### src/rtl/mips_multicycle_ctrl_pkg.sv
// Shared constants for the multi-cycle MIPS controller: opcodes, functs,
// FSM state encodings, ALU operation codes and datapath mux selects.
package mips_ctrl_pkg;

   localparam logic [5:0] OP_RTYPE = 6'b000000;
   localparam logic [5:0] OP_LW    = 6'b100011;
   localparam logic [5:0] OP_SW    = 6'b101011;
   localparam logic [5:0] OP_BEQ   = 6'b000100;
   localparam logic [5:0] OP_ADDI  = 6'b001000;
   localparam logic [5:0] OP_ANDI  = 6'b001100;
   localparam logic [5:0] OP_ORI   = 6'b001101;
   localparam logic [5:0] OP_J     = 6'b000010;

   localparam logic [5:0] FN_ADD = 6'b100000;
   localparam logic [5:0] FN_SUB = 6'b100010;
   localparam logic [5:0] FN_AND = 6'b100100;
   localparam logic [5:0] FN_OR  = 6'b100101;
   localparam logic [5:0] FN_NOR = 6'b100111;
   localparam logic [5:0] FN_SLT = 6'b101010;
   localparam logic [5:0] FN_SLL = 6'b000000;

   typedef enum logic [3:0] {
      FETCH    = 4'd0,
      DECODE   = 4'd1,
      MEMADR   = 4'd2,
      MEMREAD  = 4'd3,
      MEMWB    = 4'd4,
      MEMWRITE = 4'd5,
      RTEXEC   = 4'd6,
      ALUWB    = 4'd7,
      BRANCH   = 4'd8,
      IEXEC    = 4'd9,
      IWB      = 4'd10,
      JUMP     = 4'd11,
      TRAP     = 4'd12
   } state_t;

   // These codes are shared with the datapath ALU decoder.
   typedef enum logic [2:0] {
      ALU_ADD     = 3'd0,
      ALU_SUB     = 3'd1,
      ALU_AND     = 3'd2,
      ALU_OR      = 3'd3,
      ALU_NOR     = 3'd4,
      ALU_SLT     = 3'd5,
      ALU_SLL     = 3'd6,
      ALU_INVALID = 3'd7
   } aluop_t;

   localparam logic [1:0] SRCB_RT    = 2'd0;
   localparam logic [1:0] SRCB_FOUR  = 2'd1;
   localparam logic [1:0] SRCB_IMM   = 2'd2;
   localparam logic [1:0] SRCB_IMMSH = 2'd3;

   localparam logic [1:0] PCSRC_ALU    = 2'd0;
   localparam logic [1:0] PCSRC_ALUOUT = 2'd1;
   localparam logic [1:0] PCSRC_JUMP   = 2'd2;

endpackage

### src/rtl/mips_multicycle_ctrl_alu_op_decoder.sv
// Combinational R-type funct decode into an ALU operation code,
// flagging any funct the ALU does not implement.
module alu_op_decoder
   import mips_ctrl_pkg::*;
(
   input  logic [5:0] i_funct,
   output aluop_t     o_aluOp,
   output logic       o_functIllegal
);

   always_comb begin
      o_aluOp        = ALU_INVALID;
      o_functIllegal = 1'b0;
      case (i_funct)
         FN_ADD:  o_aluOp = ALU_ADD;
         FN_SUB:  o_aluOp = ALU_SUB;
         FN_AND:  o_aluOp = ALU_AND;
         FN_OR:   o_aluOp = ALU_OR;
         FN_NOR:  o_aluOp = ALU_NOR;
         FN_SLT:  o_aluOp = ALU_SLT;
         FN_SLL:  o_aluOp = ALU_SLL;
         default: o_functIllegal = 1'b1;
      endcase
   end

endmodule

### src/rtl/mips_multicycle_ctrl.sv
// Main control FSM for the multi-cycle MIPS datapath: Moore decode of the
// state register plus the FETCH ready handshake and the BRANCH zero flag.
module mips_multicycle_ctrl
   import mips_ctrl_pkg::*;
#(
   parameter logic [3:0] RESET_STATE = 4'd0
)(
   input  logic       i_clk,
   input  logic       i_reset,
   input  logic [5:0] i_opcode,
   input  logic [5:0] i_funct,
   input  logic       i_zero,
   input  logic       i_memReady,
   output logic       o_pcWrite,
   output logic       o_iOrD,
   output logic       o_memRead,
   output logic       o_memWrite,
   output logic       o_irWrite,
   output logic       o_regDst,
   output logic       o_memToReg,
   output logic       o_regWrite,
   output logic       o_aluSrcA,
   output logic [1:0] o_aluSrcB,
   output logic [1:0] o_pcSrc,
   output logic [2:0] o_aluOp,
   output logic       o_illegal,
   output logic [3:0] o_state
);

   state_t     r_state;
   state_t     w_nextState;
   aluop_t     w_rtAluOp;
   logic       w_functIllegal;
   logic       w_pcWrite, w_iOrD, w_memRead, w_memWrite, w_irWrite;
   logic       w_regDst, w_memToReg, w_regWrite, w_aluSrcA, w_illegal;
   logic [1:0] w_aluSrcB, w_pcSrc;
   aluop_t     w_aluOp;

   alu_op_decoder u_aluOpDecoder (
      .i_funct        (i_funct),
      .o_aluOp        (w_rtAluOp),
      .o_functIllegal (w_functIllegal)
   );

   always_ff @(posedge i_clk) begin
      if (i_reset) r_state <= state_t'(RESET_STATE);
      else         r_state <= w_nextState;
   end

   always_comb begin
      w_nextState = FETCH;
      w_pcWrite   = 1'b0;
      w_iOrD      = 1'b0;
      w_memRead   = 1'b0;
      w_memWrite  = 1'b0;
      w_irWrite   = 1'b0;
      w_regDst    = 1'b0;
      w_memToReg  = 1'b0;
      w_regWrite  = 1'b0;
      w_aluSrcA   = 1'b0;
      w_aluSrcB   = SRCB_RT;
      w_pcSrc     = PCSRC_ALU;
      w_aluOp     = ALU_ADD;
      w_illegal   = 1'b0;
      case (r_state)
         FETCH: begin
            w_memRead   = 1'b1;
            w_aluSrcB   = SRCB_FOUR;
            w_irWrite   = i_memReady;
            w_pcWrite   = i_memReady;
            w_nextState = i_memReady ? DECODE : FETCH;
         end
         DECODE: begin
            // Precompute the branch target into ALUOut while decoding.
            w_aluSrcB = SRCB_IMMSH;
            case (i_opcode)
               OP_RTYPE:                  w_nextState = RTEXEC;
               OP_LW, OP_SW:              w_nextState = MEMADR;
               OP_BEQ:                    w_nextState = BRANCH;
               OP_ADDI, OP_ANDI, OP_ORI:  w_nextState = IEXEC;
               OP_J:                      w_nextState = JUMP;
               default:                   w_nextState = TRAP;
            endcase
         end
         MEMADR: begin
            w_aluSrcA   = 1'b1;
            w_aluSrcB   = SRCB_IMM;
            w_nextState = (i_opcode == OP_LW) ? MEMREAD : MEMWRITE;
         end
         MEMREAD: begin
            w_memRead   = 1'b1;
            w_iOrD      = 1'b1;
            w_nextState = i_memReady ? MEMWB : MEMREAD;
         end
         MEMWRITE: begin
            w_memWrite  = 1'b1;
            w_iOrD      = 1'b1;
            w_nextState = i_memReady ? FETCH : MEMWRITE;
         end
         MEMWB: begin
            w_regWrite = 1'b1;
            w_memToReg = 1'b1;
         end
         RTEXEC: begin
            w_aluSrcA   = 1'b1;
            w_aluOp     = w_rtAluOp;
            w_illegal   = w_functIllegal;
            w_nextState = w_functIllegal ? FETCH : ALUWB;
         end
         ALUWB: begin
            w_regWrite = 1'b1;
            w_regDst   = 1'b1;
         end
         BRANCH: begin
            w_aluSrcA = 1'b1;
            w_aluOp   = ALU_SUB;
            w_pcSrc   = PCSRC_ALUOUT;
            w_pcWrite = i_zero;
         end
         IEXEC: begin
            w_aluSrcA   = 1'b1;
            w_aluSrcB   = SRCB_IMM;
            w_nextState = IWB;
            case (i_opcode)
               OP_ANDI: w_aluOp = ALU_AND;
               OP_ORI:  w_aluOp = ALU_OR;
               default: w_aluOp = ALU_ADD;
            endcase
         end
         IWB:  w_regWrite = 1'b1;
         JUMP: begin
            w_pcSrc   = PCSRC_JUMP;
            w_pcWrite = 1'b1;
         end
         TRAP:    w_illegal = 1'b1;
         default: w_nextState = FETCH;
      endcase
   end

   // Reset suppresses every strobe so an abandoned access cannot write.
   assign o_pcWrite  = w_pcWrite  & ~i_reset;
   assign o_iOrD     = w_iOrD     & ~i_reset;
   assign o_memRead  = w_memRead  & ~i_reset;
   assign o_memWrite = w_memWrite & ~i_reset;
   assign o_irWrite  = w_irWrite  & ~i_reset;
   assign o_regDst   = w_regDst   & ~i_reset;
   assign o_memToReg = w_memToReg & ~i_reset;
   assign o_regWrite = w_regWrite & ~i_reset;
   assign o_aluSrcA  = w_aluSrcA  & ~i_reset;
   assign o_illegal  = w_illegal  & ~i_reset;
   assign o_aluSrcB  = i_reset ? 2'd0 : w_aluSrcB;
   assign o_pcSrc    = i_reset ? 2'd0 : w_pcSrc;
   assign o_aluOp    = i_reset ? 3'd0 : w_aluOp;
   assign o_state    = r_state;

endmodule

### config.mk
export PLATFORM = sky130hd
export DESIGN_NAME = mips_multicycle_ctrl
export DESIGN_NICKNAME = d
export VERILOG_FILES = /design/src/rtl/mips_multicycle_ctrl_pkg.sv /design/src/rtl/mips_multicycle_ctrl_alu_op_decoder.sv /design/src/rtl/mips_multicycle_ctrl.sv
export SDC_FILE = /design/constraint.sdc
export NUM_CORES = 1
export LEC_CHECK = 0
export BUFFER_PORTS_ARGS = -buffer_cell sky130_fd_sc_hd__buf_2
export CORE_MARGIN = 1
export CORE_UTILIZATION = 45
export CTS_CLUSTER_DIAMETER = 200
export DETAILED_ROUTE_END_ITERATION = 12
export PLACE_DENSITY = 0.83
export SYNTH_ARGS = -nofsm -noshare
export SYNTH_HDL_FRONTEND = slang
export SYNTH_HIERARCHICAL = 1
export SYNTH_SLANG_ARGS = --single-unit
### constraint.sdc
create_clock -name i_clk -period 2 [get_ports i_clk]
set_clock_uncertainty 0.15 [all_clocks]
set_input_delay 0.2 -clock i_clk [delete_from_list [all_inputs] [get_ports i_clk]]
set_output_delay 0.2 -clock i_clk [all_outputs]
set_load 0.02 [all_outputs]
* After elaboration in Yosys (flattened, before gate mapping)
Index checks and enable logic that the tools add are counted.
** Word-level totals
- Register bits :: 4
- Input port bits :: 16
- Logic and storage cells :: 74
- Output and inout bits :: 21
** Operators by class
- Bitwise gates (word level) :: 11
- Equality and inequality tests :: 25
- Muxes and demuxes :: 26
- Reduce and logical (&&, ||, !) cells :: 11
** Operators with widths (number)
- == test 6 bit, second input constant :: 8
- one-hot mux 4 bit (7 select lines) :: 1
- one-hot mux 3 bit (7 select lines) :: 1
- == test 4 bit, second input constant :: 5
- one-hot mux 4 bit (5 select lines) :: 1
- == test 6 x 4 -> 1 bit, second input constant :: 3
- == test 4 x 3 -> 1 bit, second input constant :: 4
- 2-to-1 mux 3 bit :: 5
- zero test 6 bit :: 2
- AND 1 bit :: 10
- 2-to-1 mux 1 bit :: 10
- one-hot mux 3 bit (3 select lines) :: 1
- == test 4 x 2 -> 1 bit, second input constant :: 2
- one-hot mux 2 bit (2 select lines) :: 2
- OR reduction 2 bit :: 4
- OR reduction 7 bit :: 1
- == test 6 x 2 -> 1 bit, second input constant :: 1
- == test 6 x 3 -> 1 bit, second input constant :: 1
- one-hot mux 2 bit (3 select lines) :: 1
- OR reduction 3 bit :: 2
- == test 4 x 1 -> 1 bit, second input constant :: 1
- zero test 4 bit :: 1
- 2-to-1 mux 2 bit :: 2
- OR reduction 4 bit :: 1
- 3 further kinds :: 3

* Logic depth before layout (Yosys ltp)
- Depth in word-level cells :: 5
- Gate-level depth with buffers :: 7

* Hierarchy
The synthesis kept the hierarchy.
** Modules (own cells, without submodules)
- mips_multicycle_ctrl :: cells an instance 104, area an instance 660.6 µm², times used 1, sequential area each 80.1 µm²
- alu_op_decoder :: cells an instance 15, area an instance 111.4 µm², times used 1, sequential area each 0.0 µm²

* Worst setup path after synthesis
No wires, ideal clock.
- Kind :: register to output
- Start :: register r_state[0] (netlist: o_state[0])
- End :: output port o_pcWrite
- Buffers on the path :: 2
- Arrival time :: 1.609 ns
- Stages on the path, launching flop included :: 5
- Path slack :: 0.041 ns
- Cells stage by stage :: dfxtp_1 > clkbuf_1 > clkbuf_1 > a31oi_1 > nor3_1
** Between the ends
- Word-level cells in the longest chain between the ends :: 3
- Elaborated cells between the ends (all ways) :: 5
** RTL lines
- start: declaration :: line mips_multicycle_ctrl.sv:30 : state_t r_state;
- start signal: assignment :: line mips_multicycle_ctrl.sv:46 : if (i_reset) r_state <= state_t'(RESET_STATE);
- start signal: assignment :: line mips_multicycle_ctrl.sv:47 : else r_state <= w_nextState;
- == test 4 bit or zero test 4 bit (tied branches) :: line mips_multicycle_ctrl.sv:65 : case (r_state)
- one-hot mux 1 bit (3 select lines) * :: line mips_multicycle_ctrl.sv:65
- AND 1 bit * :: line mips_multicycle_ctrl.sv:141 : assign o_pcWrite = w_pcWrite & ~i_reset;
- end: declaration :: line mips_multicycle_ctrl.sv:14 : output logic o_pcWrite,
Mark *: on every way between the ends. The rest lies on a longest branch, timed or not.

* Worst setup path after layout
- Start :: register r_state[1] (netlist: o_state[1])
- End :: output port o_aluOp[0]
** Between the ends
- Word-level cells in the longest chain between the ends :: 3
- Elaborated cells between the ends (all ways) :: 5
** RTL lines
- == test 4 bit or == test 4 x 3 -> 1 bit (tied branches) :: line mips_multicycle_ctrl.sv:65
- one-hot mux 3 bit (3 select lines) * :: line mips_multicycle_ctrl.sv:65
- 2-to-1 mux 3 bit * :: line mips_multicycle_ctrl.sv:153 : assign o_aluOp = i_reset ? 3'd0 : w_aluOp;
- end: declaration :: line mips_multicycle_ctrl.sv:25 : output logic [2:0] o_aluOp,
Marked as above.

==> flow_metrics.py <==
metrics = {
    "synth": {
        "synth_top_cell_area_share": 0.104,
        "synthSimpleGateAreaFrac": 0.494,
        "synth_common_cells": "14 x nor2_1, 12 x nand2_1, 9 x nor3_1, 7 x nand2b_1",
        "syn_inst": 119,
        "synth_area_leaders": "dfxtp_1 10%, nor2_1 6.8%, nor3_1 5.8%, nand2_1 5.8%, nand2b_1 5.7%",
        "avgSynthCellArea_sq_um": 6.49,
        "synth_ff_type": "dfxtp_1",
        "syn_nets": 135,
        "ys_seq_elements": 4,
        "ys_seq_area_frac": 0.104,
        "synth_edf_count": 0,
        "yosys.area.top_type": "dfxtp_1",
        "yosysMostFrequentCell": "nor2_1",
        "muxShareOfSynthArea": 0.0519,
        "synth_top_family_by_area": "simple AND/OR/NAND/NOR gates",
        "ys_types": 40,
        "synth_warnings": 6,
        "syn-cell-area_sq_um": 772,
        "synthArstFlopShare": 0,
        "synth_xor_area_frac": 0.0113,
        "synthAdderAreaFrac": 0,
        "synth_compound_area_frac": 0.285,
    },
    "sta": {
        "rsz0062_at_grt": "false",
        "setup_slack_ns": 0.126,
        "worst_pin_slew_ns": 0.380,
        "fin_tns_setup_ns": 0,
        "fin_hold_ws_ns": 0.223,
        "setup_viol": 0,
        "finalHoldViolCount": 0,
        "fin_crit_sh": 0.937,
        "maxSlewViolCount": 0,
        "fin_crit_ns": 1.87,
        "fmax_mhz": 534,
        "relSlewSlack": 0.740,
    },
    "placement": {
        "hpwlAfterDp_mm": 1.80,
        "port_buffers": 36,
        "gp_congestion": 0.864,
        "place_ws_ns": 0.194,
    },
    "final_layout": {
        "multiInputGateArea_sq_um": 683,
        "postLayoutCoreUtil": 0.667,
        "ff_latch_area_sq_um": 81.3,
        "area_growth_pct": 34.7,
        "antennaDiodeCount": 0,
        "largest_reg_flops": 4,
        "fin_nets": 173,
        "fillCellCount": 142,
        "drive_above_1_share": 0.335,
    },
    "clocking": {
        "cts_root_buf": "clkbuf_4",
        "cts_resized": 0,
        "clkTransAtPathRegs_ns": 0.04,
        "clock_sink_count": 4,
        "insertion_delay_ns": 0.23,
        "cts_tree": "built",
        "ctsHoldBuffers": 0,
        "cts_buffers": 3,
        "clockBufferDepth": 2,
        "post_cts_buffers": 0,
        "htreeDepth": 1,
    },
    "routing": {
        "ant_nets": 0,
        "routedWlPerCell_um": 14.4,
        "drt_wl_total_mm": 2.47,
        "drc": 4,
        "viasPerCell": 6.29,
        "vias": 1075,
        "drtPass1Iterations": 10,
        "drt_iter0_markers": 45,
    },
    "run": {
        "cap_violations": 0,
    },
    "worst_setup_path": {
        "timing.reg2reg.setup_slack_ns": 0.21,
        "arrival_ns": 1.52,
        "crit_path_max_fanout": 7,
        "r2r_cells": 4,
        "reg2reg_from": "o_state[0]",
        "startpoint": "o_state[1]",
        "critPathKind": "reg -> out",
        "cp.required_ns": 1.65,
        "critPathCapture": "o_aluOp[0]",
        "critPathCaptureType": "primary output",
        "worstReg2RegEnd": "o_state[2]",
        "start_kind": "flip-flop",
    },
    "die": {
        "die_width_um": 43.4,
        "dieArea_sq_mm": 0.00189,
        "die-height_um": 43.4,
        "ios": 37,
        "rows": 14,
        "start_util": 0.495,
        "core_area_sq_mm": 0.00156,
    },
    "grt": {
        "grt_util_met2": 0.448,
        "grt.met1_usage": 0.383,
        "grt_max_degree": 17,
        "antenna_found_initial": 0,
        "grt_most_used_layer": "met2",
        "grt_usage": 0.269,
        "grt_pass1_vias": 915,
        "grt_pass1_wl_mm": 3.95,
        "globalRoute.totalOverflow": 0,
        "use_met3": 0.0125,
    },
    "power_and_ir_drop": {
        "peakVddDrop_mv": 0.309,
        "total_power_uw": 552,
        "powerDensity_mw_per_mm2": 531,
        "p_leak_nw": 0.464,
    },
    "run_status": {
        "outcome": "complete, but fails checks",
        "violations": "design-rule violations",
    },
    "min_path": {
        "holdCritPathClass": "in -> reg",
    },
}
layout make-up:
cell class / instances / area share
well taps: 16 / 0.0193
clock buffers: 3 / 0.0217
repair buffers: 42 / 0.220
multi-input cells: 105 / 0.657
flip-flops and latches: 4 / 0.0782
inverters: 1 / 0.00361
critical path, stage by stage (launching register included):
cell	delay (ns)
dfxtp_1	0.36
buf_4	0.19
or2_1	0.26
a21o_1	0.20
a21oi_1	0.10
buf_2	0.17
worst min-delay path by stage:
stage	from	end	depth (start not counted)
final	i_reset	o_state[3]	2
after global routing	i_reset	o_state[3]	2
after CTS	i_reset	o_state[3]	2
after detailed placement	i_reset	o_state[3]	2
after global placement	i_reset	o_state[3]	2
after floorplan	i_reset	o_state[3]	1
stage by stage:
stage | instance area, sq um | instances
floorplan | 772 | 119
finish | 1040 | 171
detailed placement | 980 | 168
global placement | 980 | 168
CTS | 1000 | 171
global route | 1040 | 171
report_power, final:
part / internal, mW / total (mW) / switching [mW]
logic: 0.136 / 0.336 / 0.200
registers: 0.0910 / 0.114 / 0.0228
clock network: 0.0673 / 0.103 / 0.0354
per-layer routing:
metal,wire length [um],part of all wire
met3,174,0.071
met5,0,0
met1,1100,0.45
met4,15,0.0061
met2,1180,0.48
cell families after synthesis:
logic type	count (synthesis)
mux	4
xor+xnor	1
buf+inv	10
compound gates	30
simple gates	70
flops	4
cells in the final DEF (no fill, tap or decap), drive strengths merged, types with 2 or more instances in the layout:
master,Yosys,routed
mux2i,4,4
dfxtp,4,4
nor4,3,3
or3,2,2
a21o,2,2
o21bai,2,2
nand3,3,3
nor3,9,9
nor2,14,14
o31ai,2,2
a31oi,3,3
o31a,2,2
nand2b,7,7
a21oi,6,6
nand4,2,2
nand2,12,12
a2bb2oi,2,2
and3,4,4
buf,3,42
o21ai,2,2
clkbuf,6,3
nor2b,5,5
nand3b,4,4
No activity file was read; power rests on OpenSTA's default activity.
